`src/rtl/wb_stage_if.sv`:
```
// Writeback stage bundle: execute handshake, load response,
// and the register-file write port with error pulses.
interface wb_stage_if #(
   parameter int XLEN       = 32,
   parameter int REG_ADDR_W = 5
);
   logic                  in_valid;
   logic                  in_ready;
   logic [REG_ADDR_W-1:0] in_rd_addr;
   logic                  in_rd_we;
   logic                  in_is_load;
   logic [2:0]            in_funct3;
   logic [XLEN-1:0]       in_result;
   logic                  mem_rsp_valid;
   logic [XLEN-1:0]       mem_rsp_data;
   logic                  wb_write_en;
   logic [REG_ADDR_W-1:0] wb_rd_addr;
   logic [XLEN-1:0]       wb_write_data;
   logic                  err_misaligned;
   logic                  err_timeout;

   modport master (
      output in_valid, in_rd_addr, in_rd_we, in_is_load,
      output in_funct3, in_result, mem_rsp_valid, mem_rsp_data,
      input  in_ready, wb_write_en, wb_rd_addr, wb_write_data,
      input  err_misaligned, err_timeout
   );

   modport slave (
      input  in_valid, in_rd_addr, in_rd_we, in_is_load,
      input  in_funct3, in_result, mem_rsp_valid, mem_rsp_data,
      output in_ready, wb_write_en, wb_rd_addr, wb_write_data,
      output err_misaligned, err_timeout
   );
endinterface

```
`src/rtl/wb_stage.sv`:
```
// RV32I writeback stage: retires one instruction per cycle,
// waits for load data, aligns/extends it, drives the RF port.
module wb_stage #(
   parameter int XLEN        = 32,
   parameter int REG_ADDR_W  = 5,
   parameter int MEM_TIMEOUT = 16
) (
   input logic        clk,
   input logic        rst_n,
   wb_stage_if.slave  bus
);
   localparam int CNT_W = $clog2(MEM_TIMEOUT + 1);
   localparam logic [CNT_W-1:0] CNT_LIM = CNT_W'(MEM_TIMEOUT - 1);

   typedef enum logic {IDLE, WAIT_MEM} state_t;

   state_t                state_q, state_d;
   logic [CNT_W-1:0]      cnt_q;
   logic [REG_ADDR_W-1:0] h_rd_q;
   logic                  h_we_q;
   logic [2:0]            h_f3_q;
   logic [1:0]            h_off_q;

   logic                  accept;
   logic                  ld_bad;
   logic                  cnt_hit;
   logic [7:0]            ld_b;
   logic [15:0]           ld_h;
   logic                  ld_sx;
   logic [XLEN-1:0]       ld_data;

   assign accept  = bus.in_valid && bus.in_ready;
   assign cnt_hit = (cnt_q == CNT_LIM);

   // Reject illegal funct3 and misaligned halfword/word loads
   always_comb begin
      ld_bad = 1'b1;
      case (bus.in_funct3)
         3'b000, 3'b100: ld_bad = 1'b0;
         3'b001, 3'b101: ld_bad = bus.in_result[0];
         3'b010:         ld_bad = |bus.in_result[1:0];
         default:        ld_bad = 1'b1;
      endcase
   end

   // Select the addressed byte/halfword and extend it
   always_comb begin
      ld_b    = bus.mem_rsp_data[8*h_off_q +: 8];
      ld_h    = h_off_q[1] ? bus.mem_rsp_data[31:16]
                           : bus.mem_rsp_data[15:0];
      ld_sx   = ~h_f3_q[2];
      ld_data = bus.mem_rsp_data;
      unique case (1'b1)
         (h_f3_q[1:0] == 2'b00):
            ld_data = {{(XLEN-8){ld_sx & ld_b[7]}}, ld_b};
         (h_f3_q[1:0] == 2'b01):
            ld_data = {{(XLEN-16){ld_sx & ld_h[15]}}, ld_h};
         default:
            ld_data = bus.mem_rsp_data;
      endcase
   end

   // State register
   always_ff @(posedge clk) begin
      if (!rst_n) state_q <= IDLE;
      else        state_q <= state_d;
   end

   // Next-state logic
   always_comb begin
      state_d = state_q;
      case (state_q)
         IDLE:
            if (accept && bus.in_is_load && !ld_bad)
               state_d = WAIT_MEM;
         WAIT_MEM:
            if (bus.mem_rsp_valid || cnt_hit)
               state_d = IDLE;
         default: state_d = IDLE;
      endcase
   end

   // Handshake output: accept only while idle
   always_comb begin
      bus.in_ready = (state_q == IDLE);
   end

   // Registered RF write, error pulses, load context and timeout
   always_ff @(posedge clk) begin
      if (!rst_n) begin
         bus.wb_write_en    <= 1'b0;
         bus.wb_rd_addr     <= '0;
         bus.wb_write_data  <= '0;
         bus.err_misaligned <= 1'b0;
         bus.err_timeout    <= 1'b0;
         cnt_q              <= '0;
         h_rd_q             <= '0;
         h_we_q             <= 1'b0;
         h_f3_q             <= '0;
         h_off_q            <= '0;
      end else begin
         bus.wb_write_en    <= 1'b0;
         bus.err_misaligned <= 1'b0;
         bus.err_timeout    <= 1'b0;
         if (state_q == IDLE) begin
            if (accept && !bus.in_is_load) begin
               if (bus.in_rd_we && (bus.in_rd_addr != '0)) begin
                  bus.wb_write_en   <= 1'b1;
                  bus.wb_rd_addr    <= bus.in_rd_addr;
                  bus.wb_write_data <= bus.in_result;
               end
            end else if (accept && ld_bad) begin
               bus.err_misaligned <= 1'b1;
            end else if (accept) begin
               h_rd_q  <= bus.in_rd_addr;
               h_we_q  <= bus.in_rd_we;
               h_f3_q  <= bus.in_funct3;
               h_off_q <= bus.in_result[1:0];
               cnt_q   <= '0;
            end
         end else begin
            if (bus.mem_rsp_valid) begin
               cnt_q <= '0;
               if (h_we_q && (h_rd_q != '0)) begin
                  bus.wb_write_en   <= 1'b1;
                  bus.wb_rd_addr    <= h_rd_q;
                  bus.wb_write_data <= ld_data;
               end
            end else if (cnt_hit) begin
               cnt_q           <= '0;
               bus.err_timeout <= 1'b1;
            end else begin
               cnt_q <= cnt_q + CNT_W'(1);
            end
         end
      end
   end
endmodule

```
`src/flat_wrapper.sv`:
```
// flat-port wrapper written by rule: the top's interface ports become plain ports
module wb_stage_flat 
#(
   parameter int XLEN        = 32,
   parameter int REG_ADDR_W  = 5,
   parameter int MEM_TIMEOUT = 16
)
  (clk, rst_n, bus_in_valid, bus_in_rd_addr, bus_in_rd_we, bus_in_is_load, bus_in_funct3, bus_in_result, bus_mem_rsp_valid, bus_mem_rsp_data, bus_in_ready, bus_wb_write_en, bus_wb_rd_addr, bus_wb_write_data, bus_err_misaligned, bus_err_timeout);
  wb_stage_if #(.XLEN(XLEN), .REG_ADDR_W(REG_ADDR_W)) bus_i ();
  input logic clk;
  input logic rst_n;
  input wire logic [$bits(bus_i.in_valid)-1:0] bus_in_valid;
  input wire logic [$bits(bus_i.in_rd_addr)-1:0] bus_in_rd_addr;
  input wire logic [$bits(bus_i.in_rd_we)-1:0] bus_in_rd_we;
  input wire logic [$bits(bus_i.in_is_load)-1:0] bus_in_is_load;
  input wire logic [$bits(bus_i.in_funct3)-1:0] bus_in_funct3;
  input wire logic [$bits(bus_i.in_result)-1:0] bus_in_result;
  input wire logic [$bits(bus_i.mem_rsp_valid)-1:0] bus_mem_rsp_valid;
  input wire logic [$bits(bus_i.mem_rsp_data)-1:0] bus_mem_rsp_data;
  output wire logic [$bits(bus_i.in_ready)-1:0] bus_in_ready;
  output wire logic [$bits(bus_i.wb_write_en)-1:0] bus_wb_write_en;
  output wire logic [$bits(bus_i.wb_rd_addr)-1:0] bus_wb_rd_addr;
  output wire logic [$bits(bus_i.wb_write_data)-1:0] bus_wb_write_data;
  output wire logic [$bits(bus_i.err_misaligned)-1:0] bus_err_misaligned;
  output wire logic [$bits(bus_i.err_timeout)-1:0] bus_err_timeout;
  assign bus_i.in_valid = bus_in_valid;
  assign bus_i.in_rd_addr = bus_in_rd_addr;
  assign bus_i.in_rd_we = bus_in_rd_we;
  assign bus_i.in_is_load = bus_in_is_load;
  assign bus_i.in_funct3 = bus_in_funct3;
  assign bus_i.in_result = bus_in_result;
  assign bus_i.mem_rsp_valid = bus_mem_rsp_valid;
  assign bus_i.mem_rsp_data = bus_mem_rsp_data;
  assign bus_in_ready = bus_i.in_ready;
  assign bus_wb_write_en = bus_i.wb_write_en;
  assign bus_wb_rd_addr = bus_i.wb_rd_addr;
  assign bus_wb_write_data = bus_i.wb_write_data;
  assign bus_err_misaligned = bus_i.err_misaligned;
  assign bus_err_timeout = bus_i.err_timeout;
  wb_stage #(.XLEN(XLEN), .REG_ADDR_W(REG_ADDR_W), .MEM_TIMEOUT(MEM_TIMEOUT)) u_core (.clk(clk), .rst_n(rst_n), .bus(bus_i));
endmodule
```
`config.mk`:
```
export PLATFORM = sky130hd
export DESIGN_NAME = wb_stage_flat
export DESIGN_NICKNAME = d
export VERILOG_FILES = /design/src/rtl/wb_stage_if.sv /design/src/rtl/wb_stage.sv /design/src/flat_wrapper.sv
export SDC_FILE = /design/constraint.sdc
export NUM_CORES = 1
export LEC_CHECK = 0
export CAP_MARGIN = 20
export CORE_MARGIN = 1
export CORE_UTILIZATION = 34
export DETAILED_ROUTE_END_ITERATION = 7
export PLACE_DENSITY_LB_ADDON = 0.3
export SKIP_CTS_REPAIR_TIMING = 1
export SLEW_MARGIN = 20
export SYNTH_ARGS = -nofsm -noshare
export SYNTH_HDL_FRONTEND = slang
export SYNTH_SLANG_ARGS = --single-unit
```
`constraint.sdc`:
```
create_clock -name clk -period 3.45 [get_ports clk]
set_input_delay 1.035 -clock clk [delete_from_list [all_inputs] [get_ports clk]]
set_output_delay 1.035 -clock clk [all_outputs]
set_load 0.02 [all_outputs]
```
# Word level (Yosys, flattened, before mapping)
# Cells that the tools add are included.
[totals]
reg_bits = 57
latchBits = 0
ram_bits = 0
mem_bits_ro = 0
out_inout_bits = 41
wordCells = 84
n_memories = 0
[classes]
add_sub_neg = 1
multipliers = 0
n_div = 0
magnitude_cmp = 0
n_eq_ne = 10
n_shift = 1
mux = 29
bitwise = 7
reduce_logical = 25
[ops]
columns = ["op", "count"]
rows = [
  ["$mux 32", 5],
  ["$pmux 32 s2", 1],
  ["$mux 5", 11],
  ["$shiftx 32x6->8", 1],
  ["$mux 16", 1],
  ["$reduce_bool 5->1", 2],
  ["$mux 1", 9],
  ["$reduce_and 4->1", 2],
  ["$logic_and 1x1->1", 7],
  ["$eq 3x3->1 const B", 2],
  ["$reduce_bool 2->1", 3],
  ["$reduce_or 2->1", 3],
  ["$reduce_or 3->1", 2],
  ["$add 5x1->5 const B", 1],
  ["$eq 5x4->1 const B", 1],
  ["$not 1->1", 5],
  ["$ne 2x1->1 const B", 2],
  ["$ne 2x2->1 const B", 2],
  ["$eq 3x1->1 const B", 1],
  ["$eq 3x2->1 const B", 1],
  ["$logic_not 3->1", 1],
  ["$pmux 1 s3", 1],
  ["$reduce_and 3->1", 1],
  ["$and 1x1->1", 2],
  ["5 further kinds", 6],
]

# Logic depth before layout (Yosys ltp)
# Gate-level depths: netlist (run 1).
[depth]
depth_word = 7
ltp_mapped = 7

# Worst setup path after synthesis (run 1)
# Ideal clock, no wire load.
[synth_path]
path_kind = "input-to-reg"
startpoint = "input port bus_in_rd_addr[4]"
endpoint = "register u_core.bus.wb_write_data[16]"
setup_time_ns = 0.117
arrival_time_ns = 2.380
setup_slack_ns = 0.952
cell_stages = 6
n_path_buf = 1
path_cell_list = "or4_4 -> o211a_4 -> nor2_8 -> inv_2 -> buf_6 -> a32o_1"
[synth_via]
elab_chain_cells = 4
[synth_rtl]
columns = ["element", "line_no", "text"]
rows = [
  ["start, declared", "flat_wrapper.sv:13", "input wire logic [$bits(bus_i.in_rd_addr)-1:0] bus_in_rd_addr;"],
  ["$reduce_bool 5->1", "wb_stage.sv:107", "if (bus.in_rd_we && (bus.in_rd_addr != '0)) begin"],
  ["$logic_and 1x1->1", "wb_stage.sv:107", ""],
  ["$reduce_bool 2->1 (no source line)", "-", ""],
  ["$reduce_and 4->1 (no source line)", "-", ""],
  ["end signal, assigned", "wb_stage.sv:110", "bus.wb_write_data <= bus.in_result;"],
  ["end signal, assigned", "wb_stage.sv:127", "bus.wb_write_data <= ld_data;"],
  ["end, declared", "wb_stage_if.sv:32", "output in_ready, wb_write_en, wb_rd_addr, wb_write_data,"],
]
# Every way passes these cells.
# A chain may end at the register's enable or synchronous reset.

# Worst setup path in the final report (run 1)
[layout_path]
startpoint = "input port bus_in_rd_addr[4]"
endpoint = "register u_core.bus.wb_write_data[8]"
# Same word-level chain as after synthesis.

==> summary.md, run 1 <==
| Metric | Value |
|---|---|
| Number of global-route vias before repair | `3191` |
| Static Leakage | `1.66 nW` |
| Antenna violations before repair | `0` |
| TritonRoute pass-1 iters | `5` |
| Mux cell area share after synthesis | `0.105` |
| Proportion of register bits with asynchronous set or reset after synthesis | `0` |
| Post-synthesis instance total | `375` |
| Critical Path Max Stage Delay | `570 ps` |
| CP delay by family, top | `simple AND/OR/NAND/NOR gates` |
| Min Tclk post-route | `roughly 2700 ps` |
| Total congestion overflow | `0` |
| Routed vias | `3349` |
| CP max stage cell | `sky130_fd_sc_hd__or4_4` |
| Count of standard-cell rows | `35` |
| Critical R2R Capture | `u_core.bus.wb_write_data[23]$_SDFFE_PN0P_` |
| Core area | `9330 um^2` |
| Crit path buffers/inverters | `1` |
| Initial drt markers | `between 150 and 200` |
| Power Density | `383 nW/um^2` |
| Half-perimeter wire length after detailed placement | `7420 um` |
| Max-cap check violation count | `0` |
| Yosys reg bits | `between 50 and 60` |
| Arrival time at the worst endpoint | `2990 ps` |
| Reg2reg path depth | `6` |
| Synthesized area per cell | `about 8.8 um^2` |
| Chip Height | `100 um` |
| Synth-to-layout area growth | `45.5%` |
| Worst Hold Launch | `u_core.h_we_q$_SDFFE_PN0P_` |
| Most common library cell in the layout ignoring fill and taps | `sky130_fd_sc_hd__clkdlybuf4s50_1` |
| Insertion delay of the later-clocked pin in the worst-skew pair | `340 ps` |
| Result of the run | `finished, final reports clean` |
| Sequential area share after synthesis | `0.347` |
| Post-route fraction of the period consumed by the critical path | `0.795` |
| Global-route usage over all layers | `0.200` |
| Synthesis warning total | `0` |
| Number of fill cells | `about 840` |
| Drt via density | `~5.5` |
| Worst-margin pin slew | `approximately 660 ps` |
| Pin count of the biggest net entering global routing | `62` |
| Detailed-route wire length | `approximately 10000 um` |
| Number of enable-type register cells in the synthesized netlist | `0` |
| Dominant combinational cell family by area after synthesis | `compound AO/OA/AOI/OAI gates` |
| CTS Buf Count | `9` |
| Startpoint-to-endpoint class of the critical path | `primary input to register` |
| Worst reg-to-reg setup slack | `about 1300 ps` |
| Instance count along the most critical hold path | `2` |
| Die width | `100 um` |
| Wire length of the first global-routing pass | `about 16000 um` |
| Post-Synth Adder-Cell Area | `0.00380` |
| Bufs on Longest Clock Path | `2` |
| Pins Over Slew Limit | `0` |
| Maximum net fanout on the critical path | `21` |
| Worst min-delay path endpoint | `u_core.h_we_q$_SDFFE_PN0P_` |
| Number of top-level pins | `119` |
| Final count of hold timing violations | `0` |
| Number of failing setup endpoints in the final timing report | `0` |
| Number of distinct standard cells referenced by the synthesized netlist | `56` |
| Pwr Total | `~1.8 mW` |
| Hold Crit Class | `register to register` |
| Area share of and/or/nand/nor cells after synthesis | `0.200` |
| Most frequent cells in the layout | `sky130_fd_sc_hd__clkdlybuf4s50_1 (118), sky130_fd_sc_hd__nand2_1 (64), sky130_fd_sc_hd__dfxtp_1 (56), sky130_fd_sc_hd__mux2i_1 (31), sky130_fd_sc_hd__o211ai_1 (24)` |
| Critical path required time | `between 3000 and 4000 ps` |
| Final net count | `about 560` |
| Total DRC errors in the routed layout | `0` |
| Die area | `10100 um^2` |
| Starting density of the core | `0.353` |
| Detail Route Antenna Nets | `0` |
| Total of buffers placed on input and output ports | `118` |
| Area fraction in compound gates after synthesis | `0.281` |
| Accumulated negative setup slack | `0 ps` |
| Clock Skews | `7.97 ps` |
| CTS tree | `built` |
| FMAX | `about 360 MHz` |
| Hold Slack | `464 ps` |
| Max-slew headroom at the worst pin | `0.560` |
| Synthesized-area fraction occupied by xor and xnor cells | `0` |
| Final weighted congestion of routability-driven global placement | `0.866` |
| Launch point of the worst reg-to-reg path | `u_core.h_f3_q[1]$_SDFFE_PN0P_` |
| Reg clk slew, reported paths | `70 ps` |
| Critical Path, Cell by Cell | `clkdlybuf4s50_1 > or4_4 > o21a_4 > or2_4 > a311oi_1` |
| Detail-routed net length per standard cell | `16.3 um` |
| N_diodes | `0` |
| Fraction of final layout cells with drive strength greater than 1 | `0.140` |
| TritonCTS Sinks | `57` |
| Critical Path Sink Type | `register` |
| Netlist Area Pre-Place | `3290 um^2` |
| Main flop type after synthesis | `sky130_fd_sc_hd__dfxtp_1` |
| Net Count, Synth | `454` |
| Worst-case vdd ir drop | `0.186 mV` |
| Root Driver | `sky130_fd_sc_hd__clkbuf_8` |
| Setup repair after global routing missed its margin | `no` |
| CP startpoint kind | `primary input` |
| Max H-tree Level | `3` |
[worst min-delay path, cell delays in order (launching register included)]
cell                      delay [ps]
sky130_fd_sc_hd__dfxtp_1         310
sky130_fd_sc_hd__nand2_1          50
sky130_fd_sc_hd__mux2i_1          50
[registers in the layout, indices dropped and copies added (netlist names)]
signal,flops
u_core.bus.err_misaligned,1
u_core.bus.err_timeout,1
u_core.bus.wb_rd_addr,5
u_core.bus.wb_write_data,32
u_core.bus.wb_write_en,1
u_core.cnt_q,5
u_core.h_f3_q,3
u_core.h_off_q,2
u_core.h_rd_q,5
u_core.h_we_q,1
u_core.state_q,1
[layer usage]
metal / share of wire / track usage
met1: 0.45 / 0.265
met2: 0.47 / 0.317
met3: 0.059 / 0.0508
met4: 0.015 / 0.0680
met5: 0 / 0
[area by class of cell]
type	count	area, um^2	area share
Clock buffer	10	138	0.0288
Clock inverter	6	105	0.0220
Inverter	13	48.8	0.0102
Multi-Input combinational cell	271	1940	0.406
Sequential cell	57	1140	0.239
Tap cell	129	161	0.0337
Timing Repair Buffer	127	1250	0.261
[kinds of logic after synthesis]
| group | count (synthesis) |
|---|---|
| muxes | 33 |
| AOI/OAI and AO/OA | 106 |
| and+or+nand+nor | 131 |
| buffers and inverters | 47 |
| DFF | 57 |
| adders and majority gates | 1 |
[how the worst max path moves through the flow]
stage                                                      to  depth (start not counted)              start  slack, ps
floorplan           u_core.bus.wb_write_data[16]$_SDFFE_PN0P_                          6  bus_in_rd_addr[4]        950
global placement    u_core.bus.wb_write_data[18]$_SDFFE_PN0P_                          6  bus_in_rd_addr[4]        420
detailed placement  u_core.bus.wb_write_data[18]$_SDFFE_PN0P_                          6  bus_in_rd_addr[4]        350
CTS                 u_core.bus.wb_write_data[18]$_SDFFE_PN0P_                          6  bus_in_rd_addr[4]        720
global route         u_core.bus.wb_write_data[8]$_SDFFE_PN0P_                          5  bus_in_rd_addr[4]        650
finish               u_core.bus.wb_write_data[8]$_SDFFE_PN0P_                          5  bus_in_rd_addr[4]        710
[through the flow]
stage / worst slack [ps] / area (um^2) / util / cells
6_report: 708 / 4790 / 0.513 / 613
5_1_grt: 650 / 4790 / 0.513 / 613
4_1_cts: 718 / 4790 / 0.513 / 613
3_5_place_dp: 355 / 4540 / 0.487 / 597
3_3_place_gp: 418 / 4540 / 0.487 / 597
2_1_floorplan: 952 / 3290 / - / 375
[where the power goes]
part | switching (mW) | leakage [nW] | internal [mW]
Combinational | 0.171 | 1.07 | 0.189
Clock | 0.274 | 0.126 | 0.495
Sequential | 0.0209 | 0.464 | 0.683
Total | 0.466 | 1.66 | 1.37
[cell usage after synthesis (5+ instances only)]
cell type / n / share of area
sky130_fd_sc_hd__a311oi_2: 7 / 0.032
sky130_fd_sc_hd__dfxtp_1: 57 / 0.35
sky130_fd_sc_hd__a211oi_2: 5 / 0.019
sky130_fd_sc_hd__nor3_1: 24 / 0.037
sky130_fd_sc_hd__o211ai_1: 24 / 0.055
sky130_fd_sc_hd__nand2_1: 64 / 0.073
sky130_fd_sc_hd__or2_2: 16 / 0.030
sky130_fd_sc_hd__o22ai_1: 23 / 0.044
sky130_fd_sc_hd__buf_2: 6 / 0.0091
sky130_fd_sc_hd__inv_1: 10 / 0.011
sky130_fd_sc_hd__nor2_1: 7 / 0.0080
sky130_fd_sc_hd__a32o_1: 16 / 0.049
sky130_fd_sc_hd__a221o_1: 8 / 0.024
sky130_fd_sc_hd__mux2i_1: 31 / 0.094
sky130_fd_sc_hd__clkbuf_1: 22 / 0.025
Power figures use the tool's default switching activity.
==> run 2, diff against run 1 <==
- clock period: 3.45 -> 2.7 ns (I/O delays scaled with it)
==> summary.md, run 2 (synthesis gave the netlist of run 1 again) <==
| Metric | Value |
|---|---|
| Result of the run | `finished, final reports clean` |
| Insertion delay of the later-clocked pin in the worst-skew pair | `~340 ps` |
| Final net count | `566` |
| Global-route usage over all layers | `0.199` |
| Synth-to-layout area growth | `48.1%` |
| Antenna violations before repair | `0` |
| Initial drt markers | `221` |
| Die area | `between 10000 and 15000 um^2` |
| Net switching component of the power | `0.597 mW` |
| Max-cap check violation count | `0` |
| Area used by sequential logic in the layout | `1140 um^2` |
| Total congestion overflow | `0` |
| Met2 track utilization from global routing | `0.319` |
| Max H-tree Level | `3` |
| CP delay by family, top | `buffers and inverters` |
| TritonRoute pass-1 iters | `4` |
| TritonCTS Sinks | `57` |
| FMAX | `414 MHz` |
| Met3 global-route usage | `0.0515` |
| Instance count along the most critical hold path | `2` |
| Number of global-route vias before repair | `3119` |
| Total of buffers placed on input and output ports | `118` |
| Worst min-delay path endpoint | `u_core.h_we_q$_SDFFE_PN0P_` |
| Launch point of the worst reg-to-reg path | `u_core.h_off_q[1]$_SDFFE_PN0P_` |
| Number of fill cells | `about 840` |
| Chip Height | `100 um` |
| Power Density | `roughly 480 nW/um^2` |
| Clock Skews | `6.90 ps` |
| Worst Hold Launch | `u_core.h_we_q$_SDFFE_PN0P_` |
| Critical path required time | `1890 ps` |
| CTS Buf Count | `9` |
| Bufs on Longest Clock Path | `2` |
| Design area | `roughly 4900 um^2` |
| N_diodes | `0` |
| Worst-case vdd ir drop | `0.255 mV` |
| Root Driver | `sky130_fd_sc_hd__clkbuf_8` |
| Detailed-route wire length | `10000 um` |
| Clock power frac | `0.418` |
| Setup repair after global routing missed its margin | `no` |
| Cell count after placement | `605` |
| Min Tclk post-route | `2420 ps` |
| Reg clk slew, reported paths | `70 ps` |
| Most frequent cells in the layout | `sky130_fd_sc_hd__clkdlybuf4s50_1 (118), sky130_fd_sc_hd__nand2_1 (64), sky130_fd_sc_hd__dfxtp_1 (56), sky130_fd_sc_hd__mux2i_1 (31), sky130_fd_sc_hd__o211ai_1 (24)` |
| CTS tree | `built` |
| Routed vias | `around 3400` |
| Sequential fraction of design power | `0.381` |
| Arrival time at the worst endpoint | `1610 ps` |
| Pin count of the biggest net entering global routing | `62` |
| Met1 track demand over resource | `0.260` |
| Detail-routed net length per standard cell | `16.1 um` |
| Setup slack after layout | `284 ps` |
| Maximum net fanout on the critical path | `10` |
| Crit path buffers/inverters | `2` |
| Post-route fraction of the period consumed by the critical path | `0.895` |
| Most common library cell in the layout ignoring fill and taps | `sky130_fd_sc_hd__clkdlybuf4s50_1` |
| Core area | `approximately 9300 um^2` |
| Final count of hold timing violations | `0` |
| Startpoint-to-endpoint class of the critical path | `register to output pin` |
| Critical Path Sink Type | `output pin` |
| Total DRC errors in the routed layout | `0` |
| Share of power burned in combinational logic | `0.201` |
| Max FFs per register | `32` |
| Placed instance area | `4630 um^2` |
| Worst reg-to-reg setup slack | `just under 700 ps` |
| Final Non-Filler Cells | `621` |
| Critical Path Max Stage Delay | `between 600 and 700 ps` |
| Area of combinational cells with multiple inputs | `1940 um^2` |
| Critical R2R Capture | `u_core.bus.wb_write_data[8]$_SDFFE_PN0P_` |
| Hold Crit Class | `register to register` |
| Half-perimeter wire length after detailed placement | `7280 um` |
| Final core utilization | `0.522` |
| Fraction of final layout cells with drive strength greater than 1 | `0.154` |
| Internal power | `1.76 mW` |
| Top reg by flops | `u_core.bus.wb_write_data` |
| Final weighted congestion of routability-driven global placement | `0.866` |
| Number of failing setup endpoints in the final timing report | `0` |
| Pwr Total | `2.35 mW` |
| Count of standard-cell rows | `35` |
| CP max stage cell | `sky130_fd_sc_hd__clkdlybuf4s50_1` |
| CP startpoint kind | `register` |
| Max-slew headroom at the worst pin | `0.583` |
| Number of top-level pins | `119` |
| Starting density of the core | `0.353` |
| Switch share | `0.254` |
| Die width | `100 um` |
| Static Leakage | `1.70 nW` |
| Worst slack at placement | `-56.5 ps` |
| Pins Over Slew Limit | `0` |
| Critical Path, Cell by Cell | `clkinv_1 > clkdlybuf4s50_1` |
| Reg2reg path depth | `5` |
| Wire length of the first global-routing pass | `15500 um` |
| GR peak layer | `met2` |
| Detail Route Antenna Nets | `0` |
| Drt via density | `5.41` |
| Worst-margin pin slew | `around 630 ps` |
==> run 2: worst min-delay path, stage by stage, from the launching register on <==
cell                      delay, ps
sky130_fd_sc_hd__dfxtp_1        310
sky130_fd_sc_hd__nand2_1         50
sky130_fd_sc_hd__mux2i_1         50
==> run 2: how the worst max path moves through the flow <==
| stage | slack (ps) | cells past startpoint | from | end |
|---|---|---|---|---|
| floorplan | 430 | 6 | bus_in_rd_addr[4] | u_core.bus.wb_write_data[16]$_SDFFE_PN0P_ |
| global placement | -10 | 6 | bus_in_rd_addr[4] | u_core.bus.wb_write_data[18]$_SDFFE_PN0P_ |
| detailed placement | -60 | 6 | bus_in_rd_addr[4] | u_core.bus.wb_write_data[18]$_SDFFE_PN0P_ |
| CTS | 270 | 2 | u_core.state_q$_SDFF_PN0_ | bus_in_ready |
| global route | 210 | 2 | u_core.state_q$_SDFF_PN0_ | bus_in_ready |
| finish | 280 | 2 | u_core.state_q$_SDFF_PN0_ | bus_in_ready |
==> run 2: routing by layer <==
metal	vias up	part of all wire
li1	1631	-
met1	1580	0.45
met2	135	0.46
met3	12	0.072
met4	0	0.012
met5	-	0
==> run 2: through the flow <==
step	hold slack, ps	setup TNS (ps)
global placement	442	-19.3
finish	458	0
CTS	459	0
detailed placement	448	-501
global route	477	0
floorplan	430	0
==> run 2: layout make-up <==
type                            count  share of cell area
Timing Repair Buffer              135               0.274
Multi-Input combinational cell    271               0.399
Clock inverter                      6              0.0216
Tap cell                          129              0.0331
Inverter                           13              0.0100
Clock buffer                       10              0.0282
Sequential cell                    57               0.234
==> run 2: power groups by stage <==
| stage | sequential [mW] | combinational, mW | clock (mW) |
|---|---|---|---|
| final | 0.897 | 0.473 | 0.985 |
| after global routing | 0.901 | 0.506 | 1.04 |
| after CTS | 0.897 | 0.472 | 0.999 |
| after detailed placement | 0.916 | 0.469 | 0 |
| after global placement | 0.916 | 0.463 | 0 |
| after floorplan | 0.938 | 0.210 | 0 |
==> run 3, diff against run 2 <==
- GPL_ROUTABILITY_DRIVEN: unset -> 1
- GPL_TIMING_DRIVEN: unset -> 0
==> summary.md, run 3 (synthesis gave the netlist of run 1 again) <==
| Metric | Value |
|---|---|
| Die width | `100 um` |
| Accumulated negative setup slack | `0 ps` |
| Count of standard-cell rows | `35` |
| Max H-tree Level | `3` |
| Arrival time at the worst endpoint | `2860 ps` |
| Number of failing setup endpoints in the final timing report | `0` |
| Cell count after placement | `621` |
| Core area | `between 9000 and 10000 um^2` |
| FMAX | `roughly 390 MHz` |
| Routed vias | `3441` |
| Setup repair after global routing missed its margin | `no` |
| TritonRoute pass-1 iters | `4` |
| Critical Path Sink Type | `register` |
| Detail-routed net length per standard cell | `16.8 um` |
| Top reg by flops | `u_core.bus.wb_write_data` |
| Static Leakage | `1.68 nW` |
| Final Non-Filler Cells | `637` |
| Final net count | `a little under 600` |
| Worst-case vdd ir drop | `0.208 mV` |
| Insertion delay of the later-clocked pin in the worst-skew pair | `340 ps` |
| CTS tree | `built` |
| Die area | `about 10000 um^2` |
| Max-cap check violation count | `0` |
| Fraction of final layout cells with drive strength greater than 1 | `0.140` |
| Critical path required time | `2980 ps` |
| Synth-to-layout area growth | `47.7%` |
| Bufs on Longest Clock Path | `2` |
| Chip Height | `about 100 um` |
| Number of global-route vias before repair | `3402` |
| Global-route usage over all layers | `0.217` |
| Clock Skews | `7.18 ps` |
| Hold Crit Class | `register to register` |
| Maximum net fanout on the critical path | `10` |
| CTS Buf Count | `9` |
| N_diodes | `0` |
| Hold Slack | `467 ps` |
| Worst slack at placement | `-239 ps` |
| Detailed-route wire length | `around 11000 um` |
| Pins Over Slew Limit | `0` |
| TritonCTS Sinks | `57` |
| Number of fill cells | `872` |
| Starting density of the core | `0.353` |
| Startpoint-to-endpoint class of the critical path | `primary input to register` |
| Worst-margin pin slew | `715 ps` |
| Pwr Total | `about 2.3 mW` |
| Most common library cell in the layout ignoring fill and taps | `sky130_fd_sc_hd__clkdlybuf4s50_1` |
| Reg clk slew, reported paths | `70 ps` |
| Pin count of the biggest net entering global routing | `11` |
| Result of the run | `finished, final reports clean` |
| Detail Route Antenna Nets | `0` |
| Number of top-level pins | `119` |
| Most frequent cells in the layout | `sky130_fd_sc_hd__clkdlybuf4s50_1 (117), sky130_fd_sc_hd__nand2_1 (64), sky130_fd_sc_hd__dfxtp_1 (56), sky130_fd_sc_hd__mux2i_1 (31), sky130_fd_sc_hd__o211ai_1 (24)` |
| Total DRC errors in the routed layout | `0` |
| Total congestion overflow | `0` |
| Min Tclk post-route | `2580 ps` |
| Power Density | `468 nW/um^2` |
| Half-perimeter wire length after detailed placement | `just over 8000 um` |
| Antenna violations before repair | `0` |
| CP startpoint kind | `primary input` |
| Initial drt markers | `209` |
| Setup slack after layout | `122 ps` |
| Wire length of the first global-routing pass | `~17000 um` |
| Final weighted congestion of routability-driven global placement | `~0.88` |
| Post-route fraction of the period consumed by the critical path | `0.955` |
| Max FFs per register | `32` |
| Total of buffers placed on input and output ports | `117` |
| Final count of hold timing violations | `0` |
| Max-slew headroom at the worst pin | `0.521` |
| Root Driver | `sky130_fd_sc_hd__clkbuf_8` |
| Drt via density | `5.40` |
-- run 3: cell count changes in the layout (fill, tap and decap cells not counted), sizes merged --
cell,change
clkdlybuf4s50,-1
buf,-4
bufinv,-1
clkinvlp,+1
clkinv,-1
clkbuf,+22
-- run 3: layout make-up --
type	count	area, um^2	share of cell area
clock inverter	5	78.8	0.0162
inverter	13	52.6	0.0108
sequential	57	1140	0.235
timing repair buffer	118	1180	0.243
clock buffer	11	141	0.0291
buffer	33	161	0.0332
tap	129	161	0.0332
multi-input combinational	271	1940	0.400
-- run 3: final timing paths --
kind | from | end | slack (ps) | cells past startpoint
hold / removal | u_core.bus.wb_write_data[17]$_SDFFE_PN0P_ | u_core.bus.wb_write_data[17]$_SDFFE_PN0P_ | 470 | 1
setup reg to reg | u_core.h_off_q[1]$_SDFFE_PN0P_ | u_core.bus.wb_write_data[28]$_SDFFE_PN0P_ | 590 | 6
hold reg to reg | u_core.bus.wb_write_data[17]$_SDFFE_PN0P_ | u_core.bus.wb_write_data[17]$_SDFFE_PN0P_ | 470 | 1
setup / recovery | bus_in_rd_addr[1] | u_core.bus.wb_write_data[16]$_SDFFE_PN0P_ | 120 | 6
-- run 3: stage by stage --
stage,util,area [um^2]
floorplan,-,3290
global placement,0.496,4620
detailed placement,0.496,4620
CTS,0.519,4840
global route,0.521,4860
finish,0.521,4860
-- run 3: critical path, stage by stage --
cell and delay [ps]:
sky130_fd_sc_hd__clkdlybuf4s50_1 460, sky130_fd_sc_hd__or4_4 560, sky130_fd_sc_hd__o21a_4 260, sky130_fd_sc_hd__nor3_4 370, sky130_fd_sc_hd__buf_4 260, sky130_fd_sc_hd__a32o_1 130
-- run 3: per-layer routing --
metal,GRT usage,share of wire,vias up
li1,-,-,1671
met1,0.281,0.43,1634
met2,0.348,0.48,126
met3,0.0648,0.077,10
met4,0.0635,0.013,0
met5,0,0,-
-- run 3: report_power, final --
part	switching (mW)	internal (mW)	total [mW]
clock	0.360	0.544	0.904
combinational	0.231	0.246	0.476
sequential	0.0206	0.873	0.894
total	0.612	1.66	2.27
==> RTL change 1, RTL diff (flow settings as in run 3) <==
`REG_ADDR_W` is set to 5 in 3 places; all go to 6.
--- a/src/rtl/wb_stage_if.sv
+++ b/src/rtl/wb_stage_if.sv
@@ -2,7 +2,7 @@
 // and the register-file write port with error pulses.
 interface wb_stage_if #(
    parameter int XLEN       = 32,
-   parameter int REG_ADDR_W = 5
+   parameter int REG_ADDR_W = 6
 );
    logic                  in_valid;
    logic                  in_ready;
--- a/src/rtl/wb_stage.sv
+++ b/src/rtl/wb_stage.sv
@@ -2,7 +2,7 @@
 // waits for load data, aligns/extends it, drives the RF port.
 module wb_stage #(
    parameter int XLEN        = 32,
-   parameter int REG_ADDR_W  = 5,
+   parameter int REG_ADDR_W  = 6,
    parameter int MEM_TIMEOUT = 16
 ) (
    input logic        clk,
--- a/src/flat_wrapper.sv
+++ b/src/flat_wrapper.sv
@@ -2,7 +2,7 @@
 module wb_stage_flat 
 #(
    parameter int XLEN        = 32,
-   parameter int REG_ADDR_W  = 5,
+   parameter int REG_ADDR_W  = 6,
    parameter int MEM_TIMEOUT = 16
 )
   (clk, rst_n, bus_in_valid, bus_in_rd_addr, bus_in_rd_we, bus_in_is_load, bus_in_funct3, bus_in_result, bus_mem_rsp_valid, bus_mem_rsp_data, bus_in_ready, bus_wb_write_en, bus_wb_rd_addr, bus_wb_write_data, bus_err_misaligned, bus_err_timeout);
Ports: changed (resized bus_in_rd_addr and bus_wb_rd_addr); port bits go from 119 to 121. The function was not compared with the original's and may differ.
==> RTL change 1 against run 3 <==
- sequential power grew 3.4%
- critical path type unchanged
- highest routed layer unchanged
- synthesized area rose by 2.4%
- worst setup slack worse by 0.11 ns
- sequential cell count grew 2
- power rose by 2.5%
- critical path depth decreased by 1
- synthesized cell count is 2.9% higher
- largest cell class unchanged
- hold slack improved by 0.0063 ns
- cell area increased by 2.2%
- wire length is 3.5% higher
==> RTL change 1: results (changes against run 3) <==
STA:
- The clock tree skew after final layout was 0.007806 ns (+0.0006231 ns).
- The relative max-transition margin was 0.4657 (-0.05515).
- The final hold slack came to 0.4732 ns (+0.006302 ns).
- The final worst-path setup slack came to 0.007378 ns (-0.1144 ns).

Final layout:
- The register share of the cell area is 0.2379 (+0.002835).
- The share of layout cells above drive strength 1 is 0.1209 (-0.01884).
- The count of non-CTS buffers in the layout is 155 (+2.6%).
- The area share of buffers outside the clock network is 0.2744 (-0.001301).
- The clock network area share was 0.04561 (+0.0003007).

Critical path:
- Grouping stages by cell kind, the critical path spends the most delay in compound AO/OA/AOI/OAI gates.
- The setup slack of the most critical reg-to-reg path is 0.44 ns (-0.15 ns).
- The signal arrival time at the worst endpoint is 2.89 ns (+0.03 ns).
- The longest individual stage delay on the worst path was 0.64 ns (+0.08 ns).
- The endpoint of the most critical setup path is u_core.bus.wb_write_data[14]$_SDFFE_PN0P_.
- In this run the critical register-to-register path is captured at u_core.bus.wb_write_data[21]$_SDFFE_PN0P_.
- The most critical setup path has its startpoint at bus_mem_rsp_data[31].

Synth:
- The distinct cell type count after synthesis is 54 (-3.6%).
- By area the synthesized netlist is led by sky130_fd_sc_hd__dfxtp_1, sky130_fd_sc_hd__mux2i_1, sky130_fd_sc_hd__nand2_1.
- The total nets after synthesis came to 466 (+2.6%).
- The commonest cells after synthesis are sky130_fd_sc_hd__nand2_1, sky130_fd_sc_hd__dfxtp_1, sky130_fd_sc_hd__mux2i_1.
- The post-synth design cell area is 0.003369 sq mm (+2.4%).

Global routing:
- The maximum number of pins on one net before global-route repair was 12 (+1).
- The via count of the first global-routing pass is 3479 (+2.3%).

Placed design:
- The placed instance area came to 0.004732 sq mm (+2.4%).
- The post-placement cell count came to 635 (+2.3%).
- The detailed-placement wirelength estimate is 8449 um (+3.2%).

Status:
- The flow ran to the end, and the final reports show no timing, DRC or antenna violations.

Route:
- The routed length on met3 came to 725 um (-12%).
- The number of design-rule violations left by the first detailed-router iteration was 249 (+19%).

Hold path:
- The startpoint of the tightest hold check path is u_core.bus.wb_write_data[27]$_SDFFE_PN0P_.
RTL change 1: cell types whose count changed after synthesis, moves of 2 or more:
cell / delta
sky130_fd_sc_hd__clkbuf_1: +4
sky130_fd_sc_hd__buf_2: -3
sky130_fd_sc_hd__dfxtp_1: +2
sky130_fd_sc_hd__inv_1: +2
RTL change 1: power breakdown:
group	internal [W]	leakage [nW]	switching (W)	total, W
sequential	0.000903	0.480	0.0000208	0.000924
combinational	0.000249	1.11	0.000238	0.000487
clock	0.000544	0.108	0.000376	0.000920
total	0.00170	1.70	0.000635	0.00233
RTL change 1: kinds of logic (layout without fill, tap and decap cells):
| logic type | Yosys count | count (layout) | synth area share |
|---|---|---|---|
| adders and majority gates | 1 | 1 | 0.003713 |
| and+or+nand+nor | 135 | 135 | 0.1998 |
| AOI/OAI and AO/OA | 108 | 108 | 0.2774 |
| muxes | 34 | 34 | 0.1051 |
| buffers and inverters | 49 | 184 | 0.06349 |
| DFF | 59 | 59 | 0.3505 |
==> RTL change 2, RTL diff (flow settings as in run 3) <==
Without the edit above. Make the reset (`rst_n`) asynchronous in 2 clocked blocks.
--- a/src/rtl/wb_stage.sv
+++ b/src/rtl/wb_stage.sv
@@ -61,7 +61,7 @@
    end
 
    // State register
-   always_ff @(posedge clk) begin
+   always_ff @(posedge clk or negedge rst_n) begin
       if (!rst_n) state_q <= IDLE;
       else        state_q <= state_d;
    end
@@ -86,7 +86,7 @@
    end
 
    // Registered RF write, error pulses, load context and timeout
-   always_ff @(posedge clk) begin
+   always_ff @(posedge clk or negedge rst_n) begin
       if (!rst_n) begin
          bus.wb_write_en    <= 1'b0;
          bus.wb_rd_addr     <= '0;
Behaviour: differs if rst_n is asserted again (counterexample within 4 cycles, from zero or initial values and one cycle with rst_n low); with rst_n held inactive, the same outputs for 4 cycles.
==> RTL change 2 against run 3 <==
- first-iteration DRC count up 15%
- worst setup slack worse by 0.038 ns
- sequential cell count unchanged
- critical path depth up 2
- wire length up 6.4%
- synthesized cell count down 9.1%
- cell count down 4.1%
- synthesized area up 5.6%
- cell area up 5.3%
- fmax down 1.5%
Power is not compared: it rests on default switching activity, and its combinational part moved more than twofold at a synthesized area within 25%.
==> RTL change 2: results (changes against run 3) <==
Synth:
- The total nets after synthesis is 420 (-7.5%).
- The distinct cell type count after synthesis is 49 (-13%).
- After synthesis, the cell types taking the most area are sky130_fd_sc_hd__dfrtp_1, sky130_fd_sc_hd__mux2_2, sky130_fd_sc_hd__mux4_2.
- The share of the synthesized area in compound gates (AO/OA/AOI/OAI) is 0.2623 (-0.01837).
- In the post-synthesis netlist, the cell with the most instances is sky130_fd_sc_hd__dfrtp_1.
- The adder-cell share of the synthesized area is 0.003604 (-0.0002001).
- The fraction of registers with async set or reset after synthesis is 1.000 (+1.000).
- The multiplexer share of the synthesized area was 0.1575 (+0.05287).
- The mean cell area of the mapped netlist is 10.18 sq um (+16%).
- Counting instances in the post-synthesis netlist gives the leading cell types as sky130_fd_sc_hd__dfrtp_1, sky130_fd_sc_hd__mux2_2, sky130_fd_sc_hd__nand3_1.

Final layout:
- The net count reported at finish is 553 (-5.0%).
- The final-layout fill cell count is 937 (+7.5%).
- The share of layout cells above drive strength 1 is 0.1485 (+0.008772).
- The top register by number of flip-flops is u_core.bus.wb_write_data.

Global routing:
- The via count of the first global-routing pass is 3464 (+1.8%).
- The maximum number of pins on one net before global-route repair is 58 (+47).
- The wire length of the first global-routing pass came to 17750 um (+5.8%).

Placed design:
- The weighted congestion at the end of routability-driven global placement is 0.8839 (about the same).
- The number of I/O port buffers is 118 (+0.85%).

STA:
- The clock tree skew after final layout is 0.008232 ns (+0.001050 ns).
- The relative max-transition margin is 0.6031 (+0.08227).

Power:
- The internal power component is 0.002563 W.
- Across the VDD grid, the largest voltage drop is 0.0003090 V.

Route:
- The detailed-route wire length per cell is 18.63 um (+11%).
- The post-detailed-route via-to-cell ratio came to 5.625 (+4.1%).
- The post-detailed-routing wire length is 11380 um (+6.4%).
- The number of design-rule violations left by the first detailed-router iteration came to 241 (+15%).
- The number of iterations in the first detailed-routing pass is 6 (+2).

Critical path:
- The worst register-to-register path begins at u_core.state_q$_DFF_PN0_.
- The largest individual stage delay along the critical path comes from the cell sky130_fd_sc_hd__or4_1.
- The worst reg2reg path depth was 5 (-1).
- The longest individual stage delay on the worst path is 0.54 ns (-0.02 ns).
- The launch point of the critical path is bus_in_rd_addr[2].
- The signal arrival time at the worst endpoint was 2.85 ns (about the same).

Status:
- The flow ran to the end, and the final reports show no timing, DRC or antenna violations.

Hold path:
- The path class of the tightest hold or removal check is in2async.

Clocking:
- The register clock-pin slew on the reported worst setup and hold paths was 0.07 ns (about the same).
[RTL change 2: changes by cell type after synthesis, moves of 24 or more]
cell	before	now
sky130_fd_sc_hd__o211ai_1	24	0
sky130_fd_sc_hd__nand2_1	64	8
sky130_fd_sc_hd__mux2_2	1	25
sky130_fd_sc_hd__mux2i_1	31	7
sky130_fd_sc_hd__dfxtp_1	57	0
sky130_fd_sc_hd__dfrtp_1	0	57
[RTL change 2: final timing paths]
kind	end	slack, ns
hold / removal	u_core.cnt_q[4]$_DFFE_PN0P_	0.46
max in group asynchronous	u_core.bus.wb_write_data[26]$_DFFE_PN0P_	2.00
setup reg to reg	u_core.bus.wb_write_data[15]$_DFFE_PN0P_	0.46
hold reg to reg	u_core.bus.err_timeout$_DFF_PN0_	0.46
setup / recovery	u_core.bus.wb_write_data[14]$_DFFE_PN0P_	0.08
min in group clk	u_core.bus.err_timeout$_DFF_PN0_	0.46
[RTL change 2: cell families (layout without fill, tap and decap cells)]
kind of cell	Yosys count	count (layout)
AOI/OAI and AO/OA	122	122
adders and majority gates	1	1
buffers and inverters	39	176
DFF	57	57
muxes	41	41
and+or+nand+nor	81	81
[RTL change 2: metal layers]
metal / global-route usage / vias up / routed length, um
met5: 0 / - / 0
met2: 0.3426 / 168 / 5330
met3: 0.04949 / 28 / 901
li1: - / 1597 / -
met1: 0.3020 / 1644 / 4845
met4: 0.09859 / 0 / 303
[RTL change 2: power by group through the flow]
stage / combinational (W) / sequential [W] / clock [W]
CTS: 0.00176 / 0.00128 / 0.000966
global placement: 0.00171 / 0.00128 / 0
global route: 0.00190 / 0.00131 / 0.00102
floorplan: 0.000743 / 0.00151 / 0
finish: 0.00176 / 0.00128 / 0.000939
detailed placement: 0.00175 / 0.00129 / 0
[RTL change 2: area by class of cell]
type	count	area share
Buffer	34	0.02910
Clock buffer	13	0.03301
Clock inverter	2	0.01174
Inverter	5	0.004401
Multi-Input combinational cell	245	0.3699
Sequential cell	57	0.2787
Tap cell	133	0.03252
Timing Repair Buffer	122	0.2406
[RTL change 2: stage by stage]
step,hold WS [ns],cell area [sq um],setup WS [ns]
after floorplan,0.4291,3472,0.3270
after global placement,0.4543,4820,-0.9833
after detailed placement,0.4640,4845,-0.3666
after CTS,0.4511,5074,-0.2314
final,0.4560,5117,0.08345
after global routing,0.4584,5117,0.01740
[RTL change 2: critical path: cells and delay by family]
family / cells / cell delay [ns]
buf+inv: 4 / 0.83
compound gates: 1 / 0.22
simple gates: 2 / 0.70
mux: 1 / 0.29
